==> src/rtl/async_fifo_pkg.sv <==
// Shared constants and helpers for the async_fifo family.
package async_fifo_pkg;

  localparam int DEF_DSIZE = 8;
  localparam int DEF_ASIZE = 4;

  function automatic logic [31:0] bin2gray(input logic [31:0] b);
    return b ^ (b >> 1);
  endfunction

endpackage

==> src/rtl/async_fifo_1_if.sv <==
// Producer/consumer handshake bundle for async_fifo_1.
// Optional overflow/underflow signals exist only when ASYNC_FIFO_1_OVF_EN is defined.
interface async_fifo_1_if #(
  parameter int DSIZE = 8
);
  // A push transfers on a rising edge where winc=1 and wfull=0; a pop transfers
  // where rinc=1 and rempty=0. Requests against the opposite flag are ignored.
  logic             winc;
  logic [DSIZE-1:0] wdata;
  logic             rinc;
  logic [DSIZE-1:0] rdata;
  logic             wfull;
  logic             rempty;
`ifdef ASYNC_FIFO_1_OVF_EN
  logic             overflow;
  logic             underflow;
`endif

`ifdef ASYNC_FIFO_1_OVF_EN
  modport master (output winc, wdata, rinc, input rdata, wfull, rempty, overflow, underflow);
  modport slave  (input winc, wdata, rinc, output rdata, wfull, rempty, overflow, underflow);
`else
  modport master (output winc, wdata, rinc, input rdata, wfull, rempty);
  modport slave  (input winc, wdata, rinc, output rdata, wfull, rempty);
`endif

endinterface

==> src/rtl/async_fifo_1_fifo_mem.sv <==
// Dual-port register array: synchronous write, asynchronous read. Not reset.
module fifo_mem #(
  parameter int DSIZE = 8,
  parameter int ASIZE = 4
) (
  input  logic             clk,
  input  logic             we,
  input  logic [ASIZE-1:0] waddr,
  input  logic [DSIZE-1:0] wdata,
  input  logic [ASIZE-1:0] raddr,
  output logic [DSIZE-1:0] rdata
);

  logic [DSIZE-1:0] mem_q [2**ASIZE];

  always_ff @(posedge clk) begin
    if (we) mem_q[waddr] <= wdata;
  end

  assign rdata = mem_q[raddr];

endmodule

==> src/rtl/async_fifo_1.sv <==
// Single-clock FIFO with Gray-coded pointers and registered full/empty flags.
// Define ASYNC_FIFO_1_OVF_EN to add sticky overflow/underflow outputs.
module async_fifo_1
  import async_fifo_pkg::*;
#(
  parameter int DSIZE = DEF_DSIZE,
  parameter int ASIZE = DEF_ASIZE
) (
  input  logic           wclk,
  input  logic           wrst,
  async_fifo_1_if.slave  bus
);

  typedef logic [ASIZE:0] ptr_t;

  ptr_t wbin_q, wbin_d;
  ptr_t rbin_q, rbin_d;
  ptr_t rgray_q, rgray_d;
  ptr_t wgray_d;
  logic wfull_q, wfull_d;
  logic rempty_q, rempty_d;
  logic w_acc, r_acc;

  always_comb begin
    w_acc    = bus.winc && !wfull_q;
    r_acc    = bus.rinc && !rempty_q;
    wbin_d   = wbin_q + ptr_t'(w_acc);
    rbin_d   = rbin_q + ptr_t'(r_acc);
    wgray_d  = ptr_t'(bin2gray(32'(wbin_d)));
    rgray_d  = ptr_t'(bin2gray(32'(rbin_d)));
    rempty_d = (rgray_d == wgray_d);
    // Full compares against the pre-update read pointer, as a future
    // synchronised read pointer would lag anyway.
    wfull_d  = (wgray_d == {~rgray_q[ASIZE:ASIZE-1], rgray_q[ASIZE-2:0]});
  end

  always_ff @(posedge wclk or posedge wrst) begin
    if (wrst) begin
      wbin_q   <= '0;
      rbin_q   <= '0;
      rgray_q  <= '0;
      wfull_q  <= 1'b0;
      rempty_q <= 1'b1;
    end else begin
      wbin_q   <= wbin_d;
      rbin_q   <= rbin_d;
      rgray_q  <= rgray_d;
      wfull_q  <= wfull_d;
      rempty_q <= rempty_d;
    end
  end

  fifo_mem #(.DSIZE(DSIZE), .ASIZE(ASIZE)) u_mem (
    .clk   (wclk),
    .we    (w_acc && !wrst),
    .waddr (wbin_q[ASIZE-1:0]),
    .wdata (bus.wdata),
    .raddr (rbin_q[ASIZE-1:0]),
    .rdata (bus.rdata)
  );

  assign bus.wfull  = wfull_q;
  assign bus.rempty = rempty_q;

`ifdef ASYNC_FIFO_1_OVF_EN
  logic overflow_q, overflow_d;
  logic underflow_q, underflow_d;

  always_comb begin
    overflow_d  = overflow_q  || (bus.winc && wfull_q);
    underflow_d = underflow_q || (bus.rinc && rempty_q);
  end

  always_ff @(posedge wclk or posedge wrst) begin
    if (wrst) begin
      overflow_q  <= 1'b0;
      underflow_q <= 1'b0;
    end else begin
      overflow_q  <= overflow_d;
      underflow_q <= underflow_d;
    end
  end

  assign bus.overflow  = overflow_q;
  assign bus.underflow = underflow_q;
`endif

endmodule

==> src/flat_wrapper.sv <==
// flat-port wrapper written by rule: the top's interface ports become plain ports
module async_fifo_1_flat import async_fifo_pkg::*;
#(
  parameter int DSIZE = DEF_DSIZE,
  parameter int ASIZE = DEF_ASIZE
)
  (wclk, wrst, bus_winc, bus_wdata, bus_rinc, bus_rdata, bus_wfull, bus_rempty);
  async_fifo_1_if #(.DSIZE(DSIZE)) bus_i ();
  input  logic wclk;
  input  logic wrst;
  input wire logic [$bits(bus_i.winc)-1:0] bus_winc;
  input wire logic [$bits(bus_i.wdata)-1:0] bus_wdata;
  input wire logic [$bits(bus_i.rinc)-1:0] bus_rinc;
  output wire logic [$bits(bus_i.rdata)-1:0] bus_rdata;
  output wire logic [$bits(bus_i.wfull)-1:0] bus_wfull;
  output wire logic [$bits(bus_i.rempty)-1:0] bus_rempty;
  assign bus_i.winc = bus_winc;
  assign bus_i.wdata = bus_wdata;
  assign bus_i.rinc = bus_rinc;
  assign bus_rdata = bus_i.rdata;
  assign bus_wfull = bus_i.wfull;
  assign bus_rempty = bus_i.rempty;
  async_fifo_1 #(.DSIZE(DSIZE), .ASIZE(ASIZE)) u_core (.wclk(wclk), .wrst(wrst), .bus(bus_i));
endmodule
==> config.mk <==
export PLATFORM = sky130hd
export DESIGN_NAME = async_fifo_1_flat
export DESIGN_NICKNAME = d
export VERILOG_FILES = /design/src/rtl/async_fifo_pkg.sv /design/src/rtl/async_fifo_1_if.sv /design/src/rtl/async_fifo_1_fifo_mem.sv /design/src/rtl/async_fifo_1.sv /design/src/flat_wrapper.sv
export SDC_FILE = /design/constraint.sdc
export NUM_CORES = 1
export LEC_CHECK = 0
export CAP_MARGIN = 20
export CORE_MARGIN = 4
export CORE_UTILIZATION = 50
export CTS_BUF_LIST = sky130_fd_sc_hd__clkbuf_4 sky130_fd_sc_hd__clkbuf_8
export DETAILED_ROUTE_END_ITERATION = 8
export GPL_TIMING_DRIVEN = 0
export HOLD_SLACK_MARGIN = 0.06
export PLACE_DENSITY = 0.74
export SETUP_SLACK_MARGIN = 0.3
export SYNTH_ARGS = -nofsm -noshare
export SYNTH_HDL_FRONTEND = slang
export SYNTH_SLANG_ARGS = --single-unit
export TNS_END_PERCENT = 5
==> constraint.sdc <==
create_clock -name wclk -period 6.73 [get_ports wclk]
set_input_delay 2.019 -clock wclk [delete_from_list [all_inputs] [get_ports wclk]]
set_output_delay 2.019 -clock wclk [all_outputs]
set_load 0.1 [all_outputs]
# ---- Yosys cells after proc, flatten, opt, wreduce, memory -nomap -nowiden
# Memory sizes are Yosys's and may differ from the RTL's.
# Index checks and enable logic that the tools add are counted.
dict set report totals {
  word_cells 21
  ramBits 128
  output_inout_bits 10
  reg_bits 17
  n_memories 1
  in_bits 12
}
dict set report op_classes {
  bitwise_logic 3
  muxes 2
  eq_ne 2
  addsub 2
  reduce_logical 6
}
# name depth word_bits rd rd_ports_with_merged_regs wr line
set memory_table {}
lappend memory_table {u_core.u_mem.mem_q 16 8 1 0 1 async_fifo_1_fifo_mem.sv:14} ;# logic [DSIZE-1:0] mem_q [2**ASIZE];
# cell n
set ops {}
lappend ops {{$add 5x1->5} 2}
lappend ops {{$eq 5x5->1} 2}
lappend ops {{$xor 5x4->5} 2}
lappend ops {{$logic_and 1x1->1} 3}
lappend ops {{$logic_not 1->1} 3}
lappend ops {{$mux 1} 2}
lappend ops {{$not 2->2} 1}

# ---- Logic depth before layout (Yosys ltp)
# Gate-level depths: netlist (run 1).
dict set report depth {
  ltp_word 5
  depth_mapped 7
  mapped_depth_nobuf 7
}

# ---- Cells and area by module
# A second synthesis (run 1) with hierarchy kept.
dict set report unflattened {
  hier_cells 286
  area_unflattened_um2 5858.1
}
# module cells_each area_each_um2 seq_area_each_um2 instances
set modules_own_cells {}
lappend modules_own_cells {fifo_mem 221 4987.3 3843.7 1}
lappend modules_own_cells {async_fifo_1 65 870.8 401.6 1}

# ---- Worst setup path before layout (run 1)
# OpenSTA, ideal clock, no wires.
dict set report synth_timing {
  path_kind {register to output}
  startpoint {register u_core.rbin_q[1]}
  endpoint {output port bus_rdata[5]}
  path_slack_ns 2.676
  arrival_ns 2.035
  path_stages_with_launch 8
  n_path_buf 3
  required_ns 4.711
  cell_sequence {dfrtp_1 buf_6 and2_1 clkbuf_1 buf_2 a221oi_1 a22oi_1 nand2_1}
}
dict set report synth_between {
  elab_chain_len 1
}
# element line
set synth_lines {}
lappend synth_lines {{start: declaration} async_fifo_1.sv:17} ;# ptr_t rbin_q, rbin_d;
lappend synth_lines {{start signal: assignment} async_fifo_1.sv:46} ;# rbin_q <= rbin_d;
lappend synth_lines {{$mem_v2 16x8} -}
lappend synth_lines {{end: declaration} flat_wrapper.sv:14} ;# output wire logic [$bits(bus_i.rdata)-1:0] bus_rdata;
# No other way between the ends.

# ---- Worst setup path after layout (run 1)
# Same ends and word-level chain as after synthesis.

==> impl_metrics.env, run 1 <==
export IMPL_io_pins=22
export IMPL_hold_depth=1
export IMPL_grt_usage_pct=18.33
export IMPL_crit_type="flip-flop to primary output"
export IMPL_wl_um=11240
export IMPL_timing_rr_end="u_core.u_mem.mem_q[3][1]$_DFFE_PP_"
export IMPL_final_nets=389
export IMPL_r2r_cells=3
export IMPL_die_w_um=116.2
export IMPL_p_per_area_nw_per_um2=490.5
export IMPL_h_tree_depth=4
export IMPL_fin_crit_sh_pct=82.00
export IMPL_relSlewSlack_pct=35.30
export IMPL_ir_worst_vdd_uv=373.8
export IMPL_slew_viol_final=0
export IMPL_grt_pass1_wl_um=17550
export IMPL_synth_area_um2=5854
export IMPL_post_dp_cell_area_um2=6259
export IMPL_vias=3057
export IMPL_cp_required_ns=4.71
export IMPL_area_growth_pct=14.36
export IMPL_synth_top_family_by_area="multiplexers"
export IMPL_post_cts_buffers=0
export IMPL_synth_adder_area_share_pct=0.8549
export IMPL_design_area_um2=6695
export IMPL_ys_ff_latch=144
export IMPL_synth_distinct_cells=41
export IMPL_cts_buffers=17
export IMPL_core_um2=11420
export IMPL_fill_cells=858
export IMPL_setup_viol=0
export IMPL_numPortBuffers=21
export IMPL_synthCells=329
export IMPL_routabilityCongestion=0.7979
export IMPL_setup_tns_ns=0
export IMPL_cts_tree="done"
export IMPL_path_cells="buf_6, and2_1, clkbuf_1, buf_2, a221oi_1, o21ai_0, nand2_1, clkdlybuf4s50_1"
export IMPL_die_h_um=116.2
export IMPL_synthXorXnorAreaFrac_pct=2.949
export IMPL_pwr_share_seq_pct=34.0
export IMPL_combPwrFrac_pct=44.6
export IMPL_finClkSkew_ns=0.009465
export IMPL_drive_above_1_share_pct=19.69
export IMPL_grt_max_degree=18
export IMPL_wl_per_cell_um=21.24
export IMPL_syn_avg_cell_area_um2=17.79
export IMPL_crit_start="u_core.rbin_q[1]$_DFF_PP0_"
export IMPL_timing_hold_ws_ns=0.5803
export IMPL_synth_fp_nets=345
export IMPL_multi_input_area_um2=1479
export IMPL_cp_slowest_stage_delay_ns=1.13
export IMPL_synth_simple_gate_area_share_pct=4.958
export IMPL_grt_pass1_vias=3101
export IMPL_drtPass1Iterations=4
export IMPL_drc=0
export IMPL_hpwl_um=7438
export IMPL_switchingPower_uw=1357
export IMPL_hp_start="u_core.rbin_q[0]$_DFF_PP0_"
export IMPL_maxCapViolations=0
export IMPL_antenna_found_initial=0
export IMPL_status="finished clean"
export IMPL_vias_per_cell=5.779
export IMPL_holdBufCountCts=0
export IMPL_synthMuxAreaShare_pct=11.63
export IMPL_cp_start_kind="flip-flop"
export IMPL_min_to="u_core.rbin_q[0]$_DFF_PP0_"
export IMPL_regArea_um2=4245
export IMPL_synth_warnings=0
export IMPL_n_antenna_cell=0
export IMPL_start_util_pct=51.27
export IMPL_hp_class="flip-flop to flip-flop"
export IMPL_max_freq_mhz=181.2
export IMPL_switching_share_pct=41.33
export IMPL_rsz0062_at_grt="false"
export IMPL_clkPwrFrac_pct=21.4
export IMPL_antenna_left=0
export IMPL_clk_insertion_delay_late_ns=0.44
export IMPL_hold_viol=0
export IMPL_post_cts_resized=0
export IMPL_fin_util_pct=58.63
export IMPL_worst_path_max_delay_cell="clkdlybuf4s50_1"
export IMPL_clock_path_buffers=2
export IMPL_synth_compound_area_share_pct=4.873
export IMPL_yosysSeqAreaShare_pct=72.52
export IMPL_dieArea_um2=13500
export IMPL_clock_sinks=144
export IMPL_p_int_uw=1927
export IMPL_root_buffer="clkbuf_8"
export IMPL_endpoint_kind="primary output"
export IMPL_gr_total_overflow=0
export IMPL_tightestPinTransition_ns=0.9674
export IMPL_crit_fanout=10
export IMPL_arrival_ns=3.50
export IMPL_r2r_setup_slack_ns=4.40
export IMPL_drt_iter0_drc=276
export IMPL_clk_pin_slew_ns=0.07
export IMPL_rr_startpoint="u_core.bus.wfull$_DFF_PP0_"
export IMPL_std_cell_rows=39
export IMPL_timing_final_crit_period_ns=5.519
export IMPL_p_leak_uw=0.002289
-- layout by cell type, fill, tap and decap left out, drive strengths merged, types with 3 or more instances in the layout --
master,instances
clkdlybuf4s50,21
nor3,5
nor2b,3
o21ai,9
xor2,9
xnor2,9
nor2,14
a221oi,16
a22oi,9
ha,4
inv,5
bufinv,3
nand3,6
mux4,16
or3b,3
clkinvlp,4
clkbuf,23
dfrtp,15
nand2,11
buf,16
clkinv,7
edfxtp,128
mux2i,32
-- cell type report --
class | instances | area share, %
Buffer | 18 | 1.719
Inverter | 4 | 0.2243
Sequential cell | 144 | 63.41
Tap cell | 143 | 2.672
Multi-Input combinational cell | 163 | 22.09
Timing Repair Buffer | 25 | 3.588
Clock buffer | 17 | 3.495
Clock inverter | 15 | 2.803
-- cell usage after synthesis --
master,number,area share (%)
xnor2_2,1,0.28
nor3_1,5,0.43
nand3_2,1,0.17
xor2_2,1,0.28
nor3b_1,1,0.13
and2_1,1,0.11
a22oi_2,1,0.21
edfxtp_1,128,66
mux2i_1,32,5.5
nand2_1,11,0.71
and3_2,1,0.13
nor2b_1,3,0.32
inv_1,3,0.19
mux4_2,16,6.2
nand3_1,5,0.43
a311o_1,1,0.17
nand2b_1,2,0.21
nand4_1,2,0.21
nor2_1,14,0.90
nand3b_1,2,0.26
a22oi_1,8,1.0
ha_1,4,0.85
and3b_1,1,0.15
dfstp_2,1,0.45
dfrtp_1,15,6.4
or4_1,1,0.13
or3_1,1,0.11
o211ai_1,1,0.13
clkbuf_2,1,0.085
a221oi_1,16,2.4
xnor2_1,8,1.2
buf_2,7,0.60
or3b_2,3,0.45
or3_2,1,0.13
xor2_1,8,1.2
clkinv_1,1,0.064
o21ai_0,9,0.77
clkbuf_1,3,0.19
buf_4,4,0.51
buf_6,3,0.58
a21oi_1,2,0.17
-- per-layer routing --
layer  vias up  global-route usage [%]  share of wire (%)
met1      1575                   24.24                 42
met3        19                   5.699                4.2
met2        69                   28.85                 51
li1       1394                       -                  -
met4         0                   6.961                2.6
met5         -                       0                  0
-- registers in the layout, indices dropped and copies added (netlist names) --
signal              cells
u_core.u_mem.mem_q    128
u_core.rbin_q           5
u_core.wbin_q           5
u_core.rgray_q          4
u_core.bus.rempty       1
u_core.bus.wfull        1
-- cells by family after synthesis --
| kind of cell | Yosys count |
|---|---|
| and+or+nand+nor | 55 |
| buffers and inverters | 22 |
| adders and majority gates | 4 |
| xor gates and xnor gates | 18 |
| DFF | 144 |
| muxes | 48 |
| AOI/OAI and AO/OA | 38 |
-- how the worst max path moves through the flow --
stage | to | slack [ns] | cells past startpoint
3_3_place_gp | bus_rdata[5] | 1.71 | 8
5_1_grt | bus_rdata[4] | 1.04 | 7
2_1_floorplan | bus_rdata[5] | 2.68 | 7
3_5_place_dp | bus_rdata[5] | 1.69 | 8
6_report | bus_rdata[5] | 1.21 | 8
4_1_cts | bus_rdata[5] | 1.20 | 8
-- power groups by stage --
stage | clock network, µW | registers, µW | logic (µW)
3_3_place_gp | 0 | 1130 | 1450
2_1_floorplan | 0 | 1160 | 1080
5_1_grt | 753 | 1130 | 1550
3_5_place_dp | 0 | 1140 | 1460
6_report | 703 | 1120 | 1460
4_1_cts | 711 | 1120 | 1470
-- metrics by stage --
step           total power (µW)  worst slack [ns]  std cells
5_1_grt                    3432             1.044        529
4_1_cts                    3296             1.195        527
6_report                   3284             1.211        529
3_5_place_dp               2600             1.692        495
3_3_place_gp               2578             1.714        493
2_1_floorplan              2244             2.676        329
-- critical path: cells and delay by family (launching register included) --
family,cells,cell delay [ns]
buf+inv,4,1.71
compound gates,2,0.71
flops,1,0.40
simple gates,2,0.25
Power figures use the tool's default switching activity.
==> run 2, diff against run 1 <==
- PLACE_DENSITY: 0.74 -> 0.77
- clock period: 6.73 -> 4.6 ns (I/O delays scaled with it)
==> impl_metrics.env, run 2 (synthesis gave the netlist of run 1 again) <==
export IMPL_status="finished clean"
export IMPL_antenna_left=0
export IMPL_rr_startpoint="u_core.bus.wfull$_DFF_PP0_"
export IMPL_switching_share_pct=41.21
export IMPL_drive_above_1_share_pct=21.35
export IMPL_root_buffer="clkbuf_8"
export IMPL_ir_worst_vdd_uv=426.1
export IMPL_dieArea_um2=13500
export IMPL_switchingPower_uw=1935
export IMPL_top_regs="u_core.u_mem.mem_q (128), u_core.rbin_q (5), u_core.wbin_q (5)"
export IMPL_maxCapViolations=0
export IMPL_core_um2=11420
export IMPL_hp_class="flip-flop to flip-flop"
export IMPL_cts_tree="done"
export IMPL_hp_start="u_core.rbin_q[0]$_DFF_PP0_"
export IMPL_crit_type="flip-flop to primary output"
export IMPL_finalWorstSetupSlack_ns=0.1236
export IMPL_wl_um=11350
export IMPL_h_tree_depth=4
export IMPL_pwr_share_seq_pct=34.8
export IMPL_start_util_pct=51.27
export IMPL_clock_path_buffers=2
export IMPL_place_ws_ns=0.2475
export IMPL_area_growth_pct=13.27
export IMPL_gr_total_overflow=0
export IMPL_power_uw=4695
export IMPL_timing_final_crit_period_ns=4.476
export IMPL_cts_buffers=17
export IMPL_tightestPinTransition_ns=0.9632
export IMPL_final_cell_mix="128 x edfxtp_1, 32 x mux2i_1, 17 x clkbuf_8, 16 x a221oi_1, 16 x mux4_2"
export IMPL_min_to="u_core.rbin_q[0]$_DFF_PP0_"
export IMPL_r2r_cells=4
export IMPL_path_cells="buf_6, and2_1, clkbuf_1, buf_2, a221oi_1, o21ai_0, nand2_1, clkdlybuf4s15_1"
export IMPL_grt_max_degree=18
export IMPL_routabilityCongestion=0.7952
export IMPL_mostFrequentLayoutCell="edfxtp_1"
export IMPL_crit_fanout=10
export IMPL_path_buf_inv=4
export IMPL_holdBufCountCts=0
export IMPL_post_cts_buffers=0
export IMPL_hold_viol=0
export IMPL_timing_rr_end="u_core.u_mem.mem_q[0][2]$_DFFE_PP_"
export IMPL_worst_path_max_delay_cell="clkdlybuf4s15_1"
export IMPL_rsz0062_at_grt="true"
export IMPL_fin_crit_sh_pct=97.31
export IMPL_p_leak_uw=0.002285
export IMPL_vias=3035
export IMPL_antenna_found_initial=0
export IMPL_cp_required_ns=3.22
export IMPL_grt_pass1_wl_um=17770
export IMPL_vias_per_cell=5.759
export IMPL_grt_pass1_vias=3171
export IMPL_arrival_ns=3.10
export IMPL_max_freq_mhz=223.4
export IMPL_clkPwrFrac_pct=21.0
export IMPL_drt_iter0_drc=285
export IMPL_relSlewSlack_pct=35.58
export IMPL_numPortBuffers=21
export IMPL_n_antenna_cell=0
export IMPL_clk_pin_slew_ns=0.07
export IMPL_std_cell_rows=39
export IMPL_endpoint_kind="primary output"
export IMPL_cp_start_kind="flip-flop"
export IMPL_p_per_area_nw_per_um2=708.0
export IMPL_slew_viol_final=0
export IMPL_drc=0
export IMPL_drtPass1Iterations=5
export IMPL_largest_reg_flops=128
export IMPL_fin_util_pct=58.08
export IMPL_die_h_um=116.2
export IMPL_clock_sinks=144
export IMPL_regMostFlops="u_core.u_mem.mem_q"
export IMPL_wl_per_cell_um=21.53
export IMPL_cp_slowest_stage_delay_ns=0.82
export IMPL_hpwl_um=7466
export IMPL_r2r_setup_slack_ns=2.12
export IMPL_critPathTopFamily="buffers and inverters"
export IMPL_p_int_uw=2760
export IMPL_die_w_um=116.2
export IMPL_final_nets=389
export IMPL_timing_hold_ws_ns=0.5894
export IMPL_clk_insertion_delay_late_ns=0.43
export IMPL_hold_depth=1
export IMPL_grt_usage_pct=18.32
export IMPL_finClkSkew_ns=0.009176
export IMPL_io_pins=22
export IMPL_combPwrFrac_pct=44.2
export IMPL_setup_viol=0
run 2: changes by cell type in the layout (fill, tap and decap cells not counted), sizes merged:
cell,previous run,this run
clkbuf,23,30
clkdlybuf4s50,21,13
clkinv,7,3
inv,5,4
buf,16,19
clkdlybuf4s15,0,1
run 2: through the flow:
step / cells / instance area, µm² / setup TNS (ns)
finish: 527 / 6631 / 0
global route: 527 / 6631 / -0.02825
CTS: 527 / 6659 / 0
detailed placement: 497 / 6269 / 0
global placement: 493 / 6243 / 0
floorplan: 329 / 5854 / 0
run 2: cell type report:
| cell class | count | area [µm²] |
|---|---|---|
| sequential | 144 | 4245 |
| buffer | 18 | 115.1 |
| clock buffer | 20 | 256.5 |
| inverter | 4 | 15.01 |
| timing repair buffer | 25 | 202.7 |
| fill | 860 | 4787 |
| tap | 143 | 178.9 |
| clock inverter | 10 | 138.9 |
| multi-input combinational | 163 | 1479 |
run 2: worst max path at each step:
stage                          startpoint            to  slack, ns  cells after the start
2_1_floorplan  u_core.rbin_q[1]$_DFF_PP0_  bus_rdata[5]       1.18                      7
3_3_place_gp   u_core.rbin_q[1]$_DFF_PP0_  bus_rdata[5]       0.24                      8
3_5_place_dp   u_core.rbin_q[1]$_DFF_PP0_  bus_rdata[2]       0.25                      8
4_1_cts        u_core.rbin_q[1]$_DFF_PP0_  bus_rdata[6]       0.06                      8
5_1_grt        u_core.rbin_q[1]$_DFF_PP0_  bus_rdata[1]      -0.03                      8
6_report       u_core.rbin_q[1]$_DFF_PP0_  bus_rdata[1]       0.12                      8
run 2: worst reg2reg max path, cell delays in order, from the launching register on:
cell and delay [ns]:
dfrtp_1 0.40, or3b_2 0.51, or3_2 0.48, nor3_1 0.54, buf_4 0.27
run 2: power groups by stage:
stage / clock network (µW) / logic (µW) / registers (µW)
finish: 985 / 2080 / 1630
global route: 1060 / 2200 / 1640
detailed placement: 0 / 2130 / 1660
floorplan: 0 / 1590 / 1700
global placement: 0 / 2100 / 1650
CTS: 1000 / 2090 / 1630
run 2: metal layers:
| layer | global-route usage (%) | vias up | routed length, µm |
|---|---|---|---|
| met3 | 4.145 | 14 | 621 |
| met4 | 7.115 | 0 | 181 |
| met5 | 0 | - | 0 |
| li1 | - | 1391 | - |
| met2 | 29.11 | 108 | 5715 |
| met1 | 24.96 | 1522 | 4827 |
run 2: repair_timing:
action	CTS	global route
endpoints found under the hold margin	0	0
gates resized for setup	12	15
pin swaps	0	0
setup endpoints to repair	8	8
